===== config.mk =====
export PLATFORM = sky130hd
export DESIGN_NAME = flash_pp_controller
export DESIGN_NICKNAME = d
export VERILOG_FILES = /design/src/rtl/flash_pp_controller.sv
export SDC_FILE = /design/constraint.sdc
export NUM_CORES = 1
export LEC_CHECK = 0
export ABC_AREA = 0
export BUFFER_PORTS_ARGS = -buffer_cell sky130_fd_sc_hd__buf_2
export CORE_MARGIN = 2
export CORE_UTILIZATION = 35
export CTS_BUF_LIST = sky130_fd_sc_hd__clkbuf_2
export CTS_CLUSTER_SIZE = 8
export DETAILED_ROUTE_END_ITERATION = 6
export PLACE_DENSITY_LB_ADDON = 0.05
export SLEW_MARGIN = 20
export SYNTH_ARGS = -nofsm -noshare
export SYNTH_HDL_FRONTEND = slang
export SYNTH_SLANG_ARGS = --single-unit

===== constraint.sdc =====
create_clock -name sys_clk -period 2 [get_ports sys_clk]
set_input_delay 0.2 -clock sys_clk [delete_from_list [all_inputs] [get_ports sys_clk]]
set_output_delay 0.2 -clock sys_clk [all_outputs]
set_load 0.01 [all_outputs]

===== src/rtl/flash_pp_controller.sv =====
// flash_pp_controller: one key pulse runs Write Enable, a deselect gap, then a
// Page Program of NUM_DATA incrementing bytes to a serial NOR flash (SPI mode 0).
// All pin outputs are registered, so pins lag the FSM/counters by one cycle.
module flash_pp_controller #(
    parameter logic [7:0]  WR_EN_INST = 8'h06,
    parameter logic [7:0]  PP_INST    = 8'h02,
    parameter logic [23:0] ADDR       = 24'h00_04_25,
    parameter int          NUM_DATA   = 100
) (
    input  logic sys_clk,
    input  logic sys_rst_n,
    input  logic key_flag,
    output logic sck,
    output logic cs_n,
    output logic mosi
);

    typedef enum logic [1:0] {
        IDLE  = 2'd0,
        WR_EN = 2'd1,
        DELAY = 2'd2,
        PP    = 2'd3
    } state_t;

    // Index of the trailing hold slot of the Page Program transaction.
    localparam logic [8:0] PP_LAST_SLOT = 9'(NUM_DATA + 5);

    state_t     state_q, state_d;
    logic [4:0] cnt_clk_q, cnt_clk_d;    // cycle within a 32-cycle slot
    logic [8:0] cnt_byte_q, cnt_byte_d;  // slot index within a transaction
    logic       sck_q, sck_d;
    logic       cs_n_q, cs_n_d;
    logic       mosi_q, mosi_d;

    logic       slot_end;
    logic       tx_active;
    logic [7:0] tx_byte;
    logic [2:0] cnt_bit;

    // Byte shifted in each Page Program slot: opcode, address MSB first, then data i = i[7:0].
    function automatic logic [7:0] pp_byte(input logic [8:0] slot);
        logic [8:0] idx;
        idx = slot - 9'd5;
        case (slot)
            9'd1:    pp_byte = PP_INST;
            9'd2:    pp_byte = ADDR[23:16];
            9'd3:    pp_byte = ADDR[15:8];
            9'd4:    pp_byte = ADDR[7:0];
            default: pp_byte = idx[7:0];
        endcase
    endfunction

    assign slot_end = (cnt_clk_q == 5'd31);
    // Each bit cell is 4 cycles, so cnt_clk[4:2] walks the 8 bits MSB first.
    assign cnt_bit  = 3'd7 - cnt_clk_q[4:2];

    // State and slot counters; reset drops any transaction in progress.
    always_ff @(posedge sys_clk or negedge sys_rst_n) begin
        if (!sys_rst_n) begin
            state_q    <= IDLE;
            cnt_clk_q  <= 5'd0;
            cnt_byte_q <= 9'd0;
        end else begin
            state_q    <= state_d;
            cnt_clk_q  <= cnt_clk_d;
            cnt_byte_q <= cnt_byte_d;
        end
    end

    // Next-state: slots of 32 cycles, leaving each state at the end of its last slot.
    always_comb begin
        state_d    = state_q;
        cnt_clk_d  = cnt_clk_q;
        cnt_byte_d = cnt_byte_q;
        case (state_q)
            IDLE: begin
                if (key_flag) begin
                    state_d    = WR_EN;
                    cnt_clk_d  = 5'd0;
                    cnt_byte_d = 9'd0;
                end
            end
            WR_EN: begin
                cnt_clk_d = cnt_clk_q + 5'd1;
                if (slot_end) begin
                    if (cnt_byte_q == 9'd2) begin
                        state_d    = DELAY;
                        cnt_byte_d = 9'd0;
                    end else begin
                        cnt_byte_d = cnt_byte_q + 9'd1;
                    end
                end
            end
            DELAY: begin
                cnt_clk_d = cnt_clk_q + 5'd1;
                if (slot_end) begin
                    state_d    = PP;
                    cnt_byte_d = 9'd0;
                end
            end
            PP: begin
                cnt_clk_d = cnt_clk_q + 5'd1;
                if (slot_end) begin
                    if (cnt_byte_q == PP_LAST_SLOT) begin
                        state_d    = IDLE;
                        cnt_clk_d  = 5'd0;
                        cnt_byte_d = 9'd0;
                    end else begin
                        cnt_byte_d = cnt_byte_q + 9'd1;
                    end
                end
            end
            default: state_d = IDLE;
        endcase
    end

    // Pin next-values: first and last slot of a transaction are setup/hold with no clocks.
    always_comb begin
        tx_active = 1'b0;
        tx_byte   = 8'h00;
        case (state_q)
            WR_EN: begin
                tx_active = (cnt_byte_q == 9'd1);
                tx_byte   = WR_EN_INST;
            end
            PP: begin
                tx_active = (cnt_byte_q != 9'd0) && (cnt_byte_q != PP_LAST_SLOT);
                tx_byte   = pp_byte(cnt_byte_q);
            end
            default: begin
                tx_active = 1'b0;
                tx_byte   = 8'h00;
            end
        endcase
        cs_n_d = (state_q == IDLE) || (state_q == DELAY);
        // SCK high in the second half of the bit cell so MOSI has settled 2 cycles earlier.
        sck_d  = tx_active && cnt_clk_q[1];
        mosi_d = tx_active && tx_byte[cnt_bit];
    end

    // Registered pins, idle levels on reset.
    always_ff @(posedge sys_clk or negedge sys_rst_n) begin
        if (!sys_rst_n) begin
            sck_q  <= 1'b0;
            cs_n_q <= 1'b1;
            mosi_q <= 1'b0;
        end else begin
            sck_q  <= sck_d;
            cs_n_q <= cs_n_d;
            mosi_q <= mosi_d;
        end
    end

    assign sck  = sck_q;
    assign cs_n = cs_n_q;
    assign mosi = mosi_q;

endmodule


==> flow_metrics.tcl, run 1 <==
set metrics [dict create \
    relative_contribution_of_the_clock_network_to_total_power 0.311 \
    die-area_mm2 0.00479 \
    yosys-top-cells-area "sky130_fd_sc_hd__dfrtp_1 30%, sky130_fd_sc_hd__ha_1 9.2%, sky130_fd_sc_hd__nand3_1 4.0%" \
    crit_slowest_cell "sky130_fd_sc_hd__dfrtp_1" \
    start_kind "register" \
    slew_headroom 0.678 \
    result_of_the_run "completed" \
    boundaryPins 6 \
    n_antenna_cell 0 \
    max_cap_violations 0 \
    setup_viol 0 \
    synth-edff-count 0 \
    worst_clock_skew_ns 0.0109 \
    synth.yosys.warnings 0 \
    synth-async-reset-ratio 1.00 \
    first_global_vias 1271 \
    vias 1298 \
    critical_path_required_ns 2.26 \
    post-dp-hpwl_um 2740 \
    rows 23 \
    final_net_count 203 \
    yosysMostFrequentCell "sky130_fd_sc_hd__dfrtp_1" \
    period_minus_slack_ns 1.90 \
    grt_first_pass_wirelength_um 6270 \
    seq_power_share 0.669 \
    crit_path_end_kind "register" \
    power_frac_comb 0.021 \
    power.density_mw_per_mm2 329 \
    iteration_0_drc_count_of_the_detailed_router 105 \
    cts-htree-levels 1 \
    hold_viol 0 \
    syn_area_mm2 0.00149 \
    cts-root-to-sink-buffers 2 \
    dieHeight_um 69.2 \
    timing.final.max_slew_violations 0 \
    netSwitchingFraction 0.247 \
    series_of_cell_instances_along_the_critical_path "inv_1 -> ha_2 -> nor2b_4 -> or4_1 -> a221o_1 -> o22ai_2 -> a21oi_1 -> o22ai_1" \
    initial_core_util 0.367 \
    yosysTopAreaCell "sky130_fd_sc_hd__dfrtp_1" \
    drc 0 \
    antenna_found_initial 0 \
    power_leakage_nw 0.767 \
    finalInstanceArea_mm2 0.00175 \
    count_of_antenna_violating_nets_left_after_detailed_routing 0 \
    synthTopCellsByCount "18 x sky130_fd_sc_hd__dfrtp_1, 13 x sky130_fd_sc_hd__nand2_1, 12 x sky130_fd_sc_hd__nand3_1" \
    gp_congestion 0.822 \
    switchingPower_mw 0.142 \
    detailed_place.area_mm2 0.00161 \
    groute.usage.overall 0.160 \
    number_of_distinct_library_cells_after_synthesis 53 \
    chipWidth_um 69.2 \
    peakVddDrop_uv 301 \
    synth_area_per_cell_um2 8.86 \
    grt-ovfl-total 0 \
    postSynth.topFlopCell "sky130_fd_sc_hd__dfrtp_1" \
    layout-drive-gt1-share 0.324 \
    wirelength_um 3730 \
    worst_hold_path_type "input pin to register" \
    clock.fmax_mhz 525 \
    synthCells 168 \
    port_buffers 5 \
    crit_path_max_fanout 4 \
    cts_tree "done" \
    grt_start_max_net_pins 20 \
    clock_sinks 19 \
    finalWorstSetupSlack_ns 0.0965 \
    worst_setup_slack_post_dpl_ns 0.0191 \
    syn-num-nets 182 \
    tritoncts.num_buffers 3 \
    worst_ep_arrival_time_ns 2.16 \
    fin_setup_tns_ns 0 \
    slew_of_the_pin_with_the_lowest_slew_margin_ns 0.483 \
    critPathMaxStageDelay_ns 0.43 \
    postSynthRegisterBits 19 \
    rsz_0062_raised_after_global_routing "false" \
    clock_latency_ns 0.32 \
    area_growth_syn_to_layout_pct 17.6 \
    avgRoutedWirePerCell_um 15.7 \
    clock_slew_at_reported_path_ffs_ns 0.21 \
    yosysTopAreaCellShare 0.303 \
    cts.root.buffer_cell "sky130_fd_sc_hd__clkbuf_2" \
    detail_route.first_pass.iterations 4 \
    coreArea_mm2 0.00406 \
    synth_sequential_area_ratio 0.320 \
    drt-vias-per-instance 5.45 \
    crit_type "register to register" \
    period_share 0.952 \
    cell_internal_pwr_mw 0.433 \
]
==> registers in the layout, indices dropped and copies added (netlist names) <==
signal	cells
cnt_byte_q	9
cnt_clk_q	5
state_q	2
cs_n	1
mosi	1
sck	1
==> logic make-up (layout without fill, tap and decap cells) <==
group,count (synthesis),in the layout,share of synthesized area
buffers and inverters,18,38,0.0790
xor gates and xnor gates,5,5,0.0294
muxes,1,1,0.00756
adders and majority gates,11,11,0.0924
DFF,19,19,0.320
and+or+nand+nor,69,69,0.271
AOI/OAI and AO/OA,45,45,0.200
==> cell usage in the layout (no fill, tap or decap), types with 2 or more instances in the layout <==
master	synthesis	final
sky130_fd_sc_hd__buf_4	1	19
sky130_fd_sc_hd__dfrtp_1	18	18
sky130_fd_sc_hd__nand2_1	13	13
sky130_fd_sc_hd__nand3_1	12	11
sky130_fd_sc_hd__nor2_1	11	10
sky130_fd_sc_hd__o21ai_0	11	10
sky130_fd_sc_hd__inv_1	9	9
sky130_fd_sc_hd__ha_1	11	7
sky130_fd_sc_hd__o211ai_1	5	5
sky130_fd_sc_hd__buf_2	3	5
sky130_fd_sc_hd__nor3_1	4	4
sky130_fd_sc_hd__a21oi_1	6	4
sky130_fd_sc_hd__o22ai_1	4	4
sky130_fd_sc_hd__a21oi_2	1	3
sky130_fd_sc_hd__o21ai_1	3	3
sky130_fd_sc_hd__xor2_1	3	3
sky130_fd_sc_hd__clkbuf_2	0	3
sky130_fd_sc_hd__nand3_2	1	2
sky130_fd_sc_hd__o21ai_2	1	2
sky130_fd_sc_hd__or2_2	2	2
sky130_fd_sc_hd__o31ai_1	2	2
sky130_fd_sc_hd__and2b_2	2	2
sky130_fd_sc_hd__nand4_1	2	2
sky130_fd_sc_hd__o221ai_1	2	2
sky130_fd_sc_hd__a31oi_1	3	2
sky130_fd_sc_hd__xnor2_1	2	2
sky130_fd_sc_hd__nand2b_1	2	2
sky130_fd_sc_hd__or3_1	4	2
sky130_fd_sc_hd__or3_4	0	2
sky130_fd_sc_hd__ha_4	0	2
sky130_fd_sc_hd__ha_2	0	2
==> worst max-delay path: cells and delay by family, from the launching register on <==
family / cells / cell delay (ns)
and+or+nand+nor: 2 / 0.44
buffers and inverters: 1 / 0.08
AOI/OAI and AO/OA: 4 / 0.67
adders and majority gates: 1 / 0.21
DFF: 1 / 0.43
==> cell type report <==
type / count / area [µm²]
clock inverters: 1 / 5.00
inverters: 9 / 33.8
flip-flops and latches: 19 / 477
well taps: 50 / 62.6
multi-input cells: 131 / 981
repair buffers: 25 / 178
clock buffers: 3 / 15.0
fillers: 415 / 2310
==> stage by stage <==
stage	power (mW)	utilization	instances	hold WS, ns
2_1_floorplan	0.392	-	168	-0.0956
3_3_place_gp	0.402	0.397	230	0.183
3_5_place_dp	0.403	0.397	230	0.195
4_1_cts	0.593	0.408	236	0.0321
5_1_grt	0.606	0.432	238	0.0309
6_report	0.576	0.432	238	0.0736
==> power by group through the flow <==
stage | logic (mW) | registers [mW] | clock network, mW
2_1_floorplan | 0.000294 | 0.392 | 0
3_3_place_gp | 0.0109 | 0.391 | 0
3_5_place_dp | 0.0114 | 0.391 | 0
4_1_cts | 0.0129 | 0.385 | 0.195
5_1_grt | 0.0138 | 0.385 | 0.207
6_report | 0.0119 | 0.385 | 0.179
==> final timing paths <==
kind,start,to,slack (ns),cells past startpoint
min,key_flag,cnt_clk_q[1],0.07,2
max reg2reg,cnt_byte_q[1],mosi,0.1,8
max in group asynchronous,sys_rst_n,cs_n,1.31,2
min reg2reg,cnt_clk_q[0],cnt_clk_q[0],0.58,1
max,cnt_byte_q[1],mosi,0.1,8
min in group asynchronous,sys_rst_n,cnt_byte_q[1],0.33,2
==> what timing repair did <==
item / 4_1_cts / 5_1_grt
gates resized for setup: 1 / 20
setup buffers: 1 / 2
endpoints found under the hold margin: 18 / 0
hold buffers: 1 / 0
setup endpoints to repair: 2 / 11
pin swaps: 0 / 7
==> routing by layer <==
layer	up-vias	share of wire	global-route usage
met1	636	0.52	0.230
met4	0	0.0051	0.0392
met3	2	0.018	0.0218
met2	18	0.46	0.255
li1	642	-	-
met5	-	0	0
Power figures use the tool's default switching activity.
==> run 2, diff against run 1 <==
==> constraint.sdc (replaced) <==
create_clock -name sys_clk -period 2 [get_ports sys_clk]
set_input_delay 0.1 -clock sys_clk [delete_from_list [all_inputs] [get_ports sys_clk]]
set_output_delay 0.1 -clock sys_clk [all_outputs]
set_load 0.01 [all_outputs]
==> run 2 against run 1 <==
Against the previous run: clock-buffer cell count unchanged; register-to-register slack barely moved; design area increased by 0.57%; global-route usage did not move; core utilization is 0.25 points higher; final cell count up 0.42%; largest cell class unchanged.
==> flow_metrics.tcl, run 2 (synthesis gave the netlist of run 1 again) <==
set metrics [dict create \
    timing.rr.start "cnt_byte_q[1]" \
    final_core_utilization 0.434 \
    clock_latency_ns 0.31 \
    boundaryPins 6 \
    power_leakage_nw 0.771 \
    largest-register "cnt_byte_q" \
    crit_path_max_fanout 4 \
    drt-vias-per-instance 5.41 \
    multiInputGateArea_um2 981 \
    avgRoutedWirePerCell_um 15.4 \
    worst_hold_path_type "input pin to asynchronous set/reset pin" \
    period_minus_slack_ns 1.89 \
    crit-reg2reg-capture "mosi" \
    area_growth_syn_to_layout_pct 18.3 \
    cts-root-to-sink-buffers 2 \
    slew_headroom 0.677 \
    worst_hold_check_slack_ns 0.237 \
    cts_tree "done" \
    antenna_found_initial 0 \
    vias 1294 \
    clock_slew_at_reported_path_ffs_ns 0.20 \
    port_buffers 5 \
    setup_viol 0 \
    coreArea_mm2 0.00406 \
    detailed_place.area_mm2 0.00161 \
    grt_start_max_net_pins 20 \
    result_of_the_run "completed" \
    crit_type "register to register" \
    detail_route.first_pass.iterations 4 \
    dieHeight_um 69.2 \
    peakVddDrop_uv 295 \
    largest_register_ff_count 9 \
    cts-htree-levels 1 \
    count_of_antenna_violating_nets_left_after_detailed_routing 0 \
    groute.usage.overall 0.160 \
    n_antenna_cell 0 \
    die-area_mm2 0.00479 \
    cts.root.buffer_cell "sky130_fd_sc_hd__clkbuf_2" \
    drc 0 \
    rows 23 \
    max_cap_violations 0 \
    final_net_count 204 \
    iteration_0_drc_count_of_the_detailed_router 85 \
    gp_congestion 0.822 \
    slew_of_the_pin_with_the_lowest_slew_margin_ns 0.484 \
    nFillCells 414 \
    clock.fmax_mhz 528 \
    worst_ep_arrival_time_ns 2.15 \
    period_share 0.946 \
    layout-drive-gt1-share 0.323 \
    rsz_0062_raised_after_global_routing "false" \
    finalInstanceArea_mm2 0.00176 \
    setup_slack_on_the_worst_flop_to_flop_path_ns 0.11 \
    fin_setup_tns_ns 0 \
    timing.final.max_slew_violations 0 \
    initial_core_util 0.367 \
    first_global_vias 1273 \
    grt_first_pass_wirelength_um 6270 \
    depth_of_the_worst_register_to_register_path 8 \
    chipWidth_um 69.2 \
    layout_common_cells "19 x sky130_fd_sc_hd__buf_4, 18 x sky130_fd_sc_hd__dfrtp_1, 13 x sky130_fd_sc_hd__nand2_1" \
    critical_path_required_ns 2.26 \
    grt-ovfl-total 0 \
    clock_sinks 19 \
    power.density_mw_per_mm2 326 \
    post-dp-hpwl_um 2740 \
    crit_path_end_kind "register" \
    reg_top3 "cnt_byte_q: 9 flops, cnt_clk_q: 5 flops, state_q: 2 flops" \
    wirelength_um 3690 \
    register_area_um2 477 \
    hold_viol 0 \
    start_kind "register" \
    final_common_cell "sky130_fd_sc_hd__buf_4" \
    tritoncts.num_buffers 3 \
    worst_clock_skew_ns 0.00414 \
]
-- run 2: cell types whose count changed in the layout (fill, tap and decap cells not counted) --
cell,delta
sky130_fd_sc_hd__dlygate4sd3_1,+1
-- run 2: worst max-delay path by stage --
stage | depth (start not counted) | slack (ns) | start | end
finish | 8 | 0.11 | cnt_byte_q[1] | mosi
global route | 8 | 0.008 | cnt_byte_q[0] | mosi
CTS | 8 | 0.006 | cnt_clk_q[0] | cnt_byte_q[8]
detailed placement | 8 | 0.02 | cnt_byte_q[1] | mosi
global placement | 8 | 0.06 | cnt_clk_q[1] | cnt_byte_q[8]
floorplan | 8 | 0.08 | cnt_byte_q[0] | mosi
-- run 2: worst max-delay path, stage by stage (launching register included) --
cell and delay, ns:
sky130_fd_sc_hd__dfrtp_1 0.42, sky130_fd_sc_hd__inv_1 0.08, sky130_fd_sc_hd__ha_2 0.21, sky130_fd_sc_hd__nor2b_4 0.05, sky130_fd_sc_hd__or4_1 0.39, sky130_fd_sc_hd__a221o_1 0.34, sky130_fd_sc_hd__o22ai_2 0.09, sky130_fd_sc_hd__a21oi_1 0.08
sky130_fd_sc_hd__o22ai_1 0.16
-- run 2: where the power goes --
| part | internal, mW | leakage, nW | switching [mW] |
|---|---|---|---|
| logic | 0.00421 | 0.518 | 0.00930 |
| clock network | 0.0454 | 0.0164 | 0.130 |
| registers | 0.385 | 0.237 | 0 |
| total | 0.434 | 0.771 | 0.139 |
-- run 2: area by class of cell --
type	instances	share of cell area
Sequential cell	19	0.271
Tap cell	50	0.0355
Multi-Input combinational cell	131	0.557
Clock buffer	3	0.00852
Clock inverter	1	0.00284
Timing Repair Buffer	26	0.107
Inverter	9	0.0192
-- run 2: routing by layer --
layer / GRT usage / wire length [µm] / vias to the layer above
li1: - / - / 645
met1: 0.230 / 1900 / 628
met3: 0.0218 / 72 / 2
met5: 0 / 0 / -
met2: 0.255 / 1700 / 19
met4: 0.0392 / 19 / 0
-- run 2: repair_timing --
| item | 4_1_cts | 5_1_grt |
|---|---|---|
| endpoints found under the setup margin | 2 | 11 |
| gates resized for setup | 1 | 20 |
| endpoints found under the hold margin | 19 | 0 |
| buffers inserted | 1 | 2 |
| hold buffers | 2 | 0 |
| pin swaps | 0 | 7 |
-- run 2: metrics by stage --
| step | setup WS, ns | power (mW) | cells |
|---|---|---|---|
| 2_1_floorplan | 0.0769 | 0.392 | 168 |
| 3_3_place_gp | 0.0636 | 0.402 | 230 |
| 3_5_place_dp | 0.0191 | 0.403 | 230 |
| 4_1_cts | 0.00638 | 0.595 | 237 |
| 5_1_grt | 0.00758 | 0.607 | 239 |
| 6_report | 0.108 | 0.574 | 239 |
==> run 3, diff against run 2 <==
Settings changed: HOLD_SLACK_MARGIN set to 0.06, PLACE_DENSITY set to 0.61, PLACE_DENSITY_LB_ADDON 0.05 to unset, RECOVER_POWER set to 25.
==> run 3 against run 2 <==
Against the previous run: final cell count decreased by 0.42%; setup slack lost 0.012 ns; first-iteration DRC count increased by 1.2%; global-route usage decreased by 1.0 points; via count fell by 1.6%; combinational power shrank 7%; critical path type unchanged; core utilization decreased by 1.4 points; design area fell by 3.3%; non-clock buffer count is 1 lower; clock-buffer cell count rose by 1; power up 1.3%; register-to-register slack hardly changed.
==> flow_metrics.tcl, run 3 (synthesis gave the netlist of run 1 again) <==
set metrics [dict create \
    result_of_the_run "completed" \
    start_kind "register" \
    timing.final.max_slew_violations 0 \
    hold_viol 0 \
    dieHeight_um 69.2 \
    drt-vias-per-instance 5.35 \
    gp_congestion 0.844 \
    crit_path_max_fanout 4 \
    series_of_cell_instances_along_the_critical_path "ha_2 -> and3_1 -> ha_2 -> nor2_1 -> nor2_2 -> nand3_2 -> or3_1 -> a21oi_1" \
    register_area_um2 477 \
    slew_of_the_pin_with_the_lowest_slew_margin_ns 1.06 \
    cts-htree-levels 1 \
    relative_contribution_of_the_clock_network_to_total_power 0.317 \
    layout-drive-gt1-share 0.271 \
    cts.root.buffer_cell "sky130_fd_sc_hd__clkbuf_2" \
    tritoncts.num_buffers 3 \
    power_leakage_nw 0.768 \
    slew_headroom 0.294 \
    timing.rr.start "cnt_clk_q[0]" \
    worst_ep_arrival_time_ns 2.17 \
    grt-ovfl-total 0 \
    groute.usage.overall 0.150 \
    grt_first_pass_wirelength_um 5950 \
    crit_path_end_kind "register" \
    clock.fmax_mhz 525 \
    finalInstanceArea_mm2 0.00170 \
    max_cap_violations 0 \
    drc 0 \
    rows 23 \
    die-area_mm2 0.00479 \
    wirelength_um 3340 \
    largest-register "cnt_byte_q" \
    peakVddDrop_uv 156 \
    clock_latency_ns 0.32 \
    worst_clock_skew_ns 0.0195 \
    cp_num_cells 8 \
    crit_type "register to register" \
    post-dp-hpwl_um 2550 \
    cell_internal_pwr_mw 0.442 \
    setup_viol 0 \
    switchingPower_mw 0.140 \
    gate_family_responsible_for_the_most_delay_along_the_worst_path "simple AND/OR/NAND/NOR gates" \
    seq_power_share 0.662 \
    clock_slew_at_reported_path_ffs_ns 0.21 \
    port_buffers 5 \
    timing.critical_path.to "cnt_byte_q[8]" \
    critPathLaunch "cnt_clk_q[0]" \
    final_net_count 203 \
    chipWidth_um 69.2 \
    iteration_0_drc_count_of_the_detailed_router 86 \
    coreArea_mm2 0.00406 \
    rsz_0062_raised_after_global_routing "true" \
    power.density_mw_per_mm2 341 \
    setup_slack_on_the_worst_flop_to_flop_path_ns 0.1 \
    antenna_found_initial 0 \
    count_of_antenna_violating_nets_left_after_detailed_routing 0 \
    power_frac_comb 0.022 \
    avgRoutedWirePerCell_um 14.0 \
    layout_common_cells "18 x sky130_fd_sc_hd__dfrtp_1, 18 x sky130_fd_sc_hd__buf_4, 13 x sky130_fd_sc_hd__nand2_1" \
    initial_core_util 0.367 \
    vias 1273 \
    largest_register_ff_count 9 \
    crit-reg2reg-capture "cnt_byte_q[8]" \
    worst_hold_check_slack_ns 0.442 \
    nFillCells 408 \
    clock_sinks 19 \
    worst_hold_path_type "input pin to asynchronous set/reset pin" \
    period_minus_slack_ns 1.90 \
    cts_tree "done" \
    cts-root-to-sink-buffers 2 \
    detailed_place.area_mm2 0.00162 \
    crit_slowest_cell "sky130_fd_sc_hd__dfrtp_1" \
    critPathMaxStageDelay_ns 0.44 \
    period_share 0.952 \
    cp.buffers_inverters 0 \
    critical_path_required_ns 2.27 \
    multiInputGateArea_um2 932 \
    critical-path-top-cell-by-count "sky130_fd_sc_hd__ha_2" \
    netSwitchingFraction 0.240 \
    area_growth_syn_to_layout_pct 14.5 \
    detail_route.first_pass.iterations 4 \
    boundaryPins 6 \
    n_antenna_cell 0 \
    reg_top3 "cnt_byte_q: 9 flops, cnt_clk_q: 5 flops, state_q: 2 flops" \
    grt_start_max_net_pins 20 \
    depth_of_the_worst_register_to_register_path 8 \
    first_global_vias 1272 \
]
[run 3: layout make-up]
cell class                      count  share of cell area
Multi-Input combinational cell    131               0.547
Sequential cell                    19               0.280
Timing Repair Buffer               25               0.105
Tap cell                           50              0.0367
Inverter                            9              0.0198
Clock buffer                        4              0.0117
[run 3: worst min-delay path by stage]
| stage | startpoint | end | slack (ns) | cells after the start |
|---|---|---|---|---|
| floorplan | sys_rst_n | cnt_byte_q[0] | -0.20 | 0 |
| global placement | sys_rst_n | cnt_byte_q[7] | 0.07 | 1 |
| detailed placement | sys_rst_n | cnt_byte_q[7] | 0.09 | 1 |
| CTS | sys_rst_n | cnt_byte_q[7] | 0.23 | 2 |
| global route | key_flag | cnt_clk_q[1] | 0.53 | 3 |
| finish | sys_rst_n | cnt_byte_q[6] | 0.44 | 2 |
[run 3: power by group through the flow]
stage / clock network (mW) / registers [mW] / logic, mW
2_1_floorplan: 0 / 0.392 / 0.000294
3_3_place_gp: 0 / 0.391 / 0.0105
3_5_place_dp: 0 / 0.391 / 0.0111
4_1_cts: 0.192 / 0.385 / 0.0141
5_1_grt: 0.201 / 0.385 / 0.0151
6_report: 0.184 / 0.385 / 0.0126
[run 3: worst register-to-register path, stage by stage (launching register included)]
cell and delay, ns:
sky130_fd_sc_hd__dfrtp_1 0.44, sky130_fd_sc_hd__ha_2 0.21, sky130_fd_sc_hd__and3_1 0.17, sky130_fd_sc_hd__ha_2 0.20, sky130_fd_sc_hd__nor2_1 0.06, sky130_fd_sc_hd__nor2_2 0.17, sky130_fd_sc_hd__nand3_2 0.12, sky130_fd_sc_hd__or3_1 0.35
sky130_fd_sc_hd__a21oi_1 0.16
[run 3: per-stage QoR]
step	setup TNS, ns	utilization	std cells	setup slack (ns)	total power [mW]
2_1_floorplan	0	-	168	0.0769	0.392
3_3_place_gp	0	0.399	231	0.0573	0.402
3_5_place_dp	0	0.399	231	0.0448	0.403
4_1_cts	0	0.409	237	0.0200	0.591
5_1_grt	-0.0682	0.420	238	-0.0576	0.601
6_report	0	0.420	238	0.0962	0.582
[run 3: repair_timing]
action,CTS,global route
hold buffers,2,0
endpoints found under the setup margin,0,12
endpoints found under the hold margin,20,0
buffers inserted,0,1
resized for setup,0,12
[run 3: routing by layer]
layer  wire, µm  vias to the layer above  GRT usage
li1           -                      653          -
met1       1620                      605      0.204
met2       1620                       11      0.247
met3         48                        4     0.0189
met4         49                        0     0.0501
met5          0                        -          0
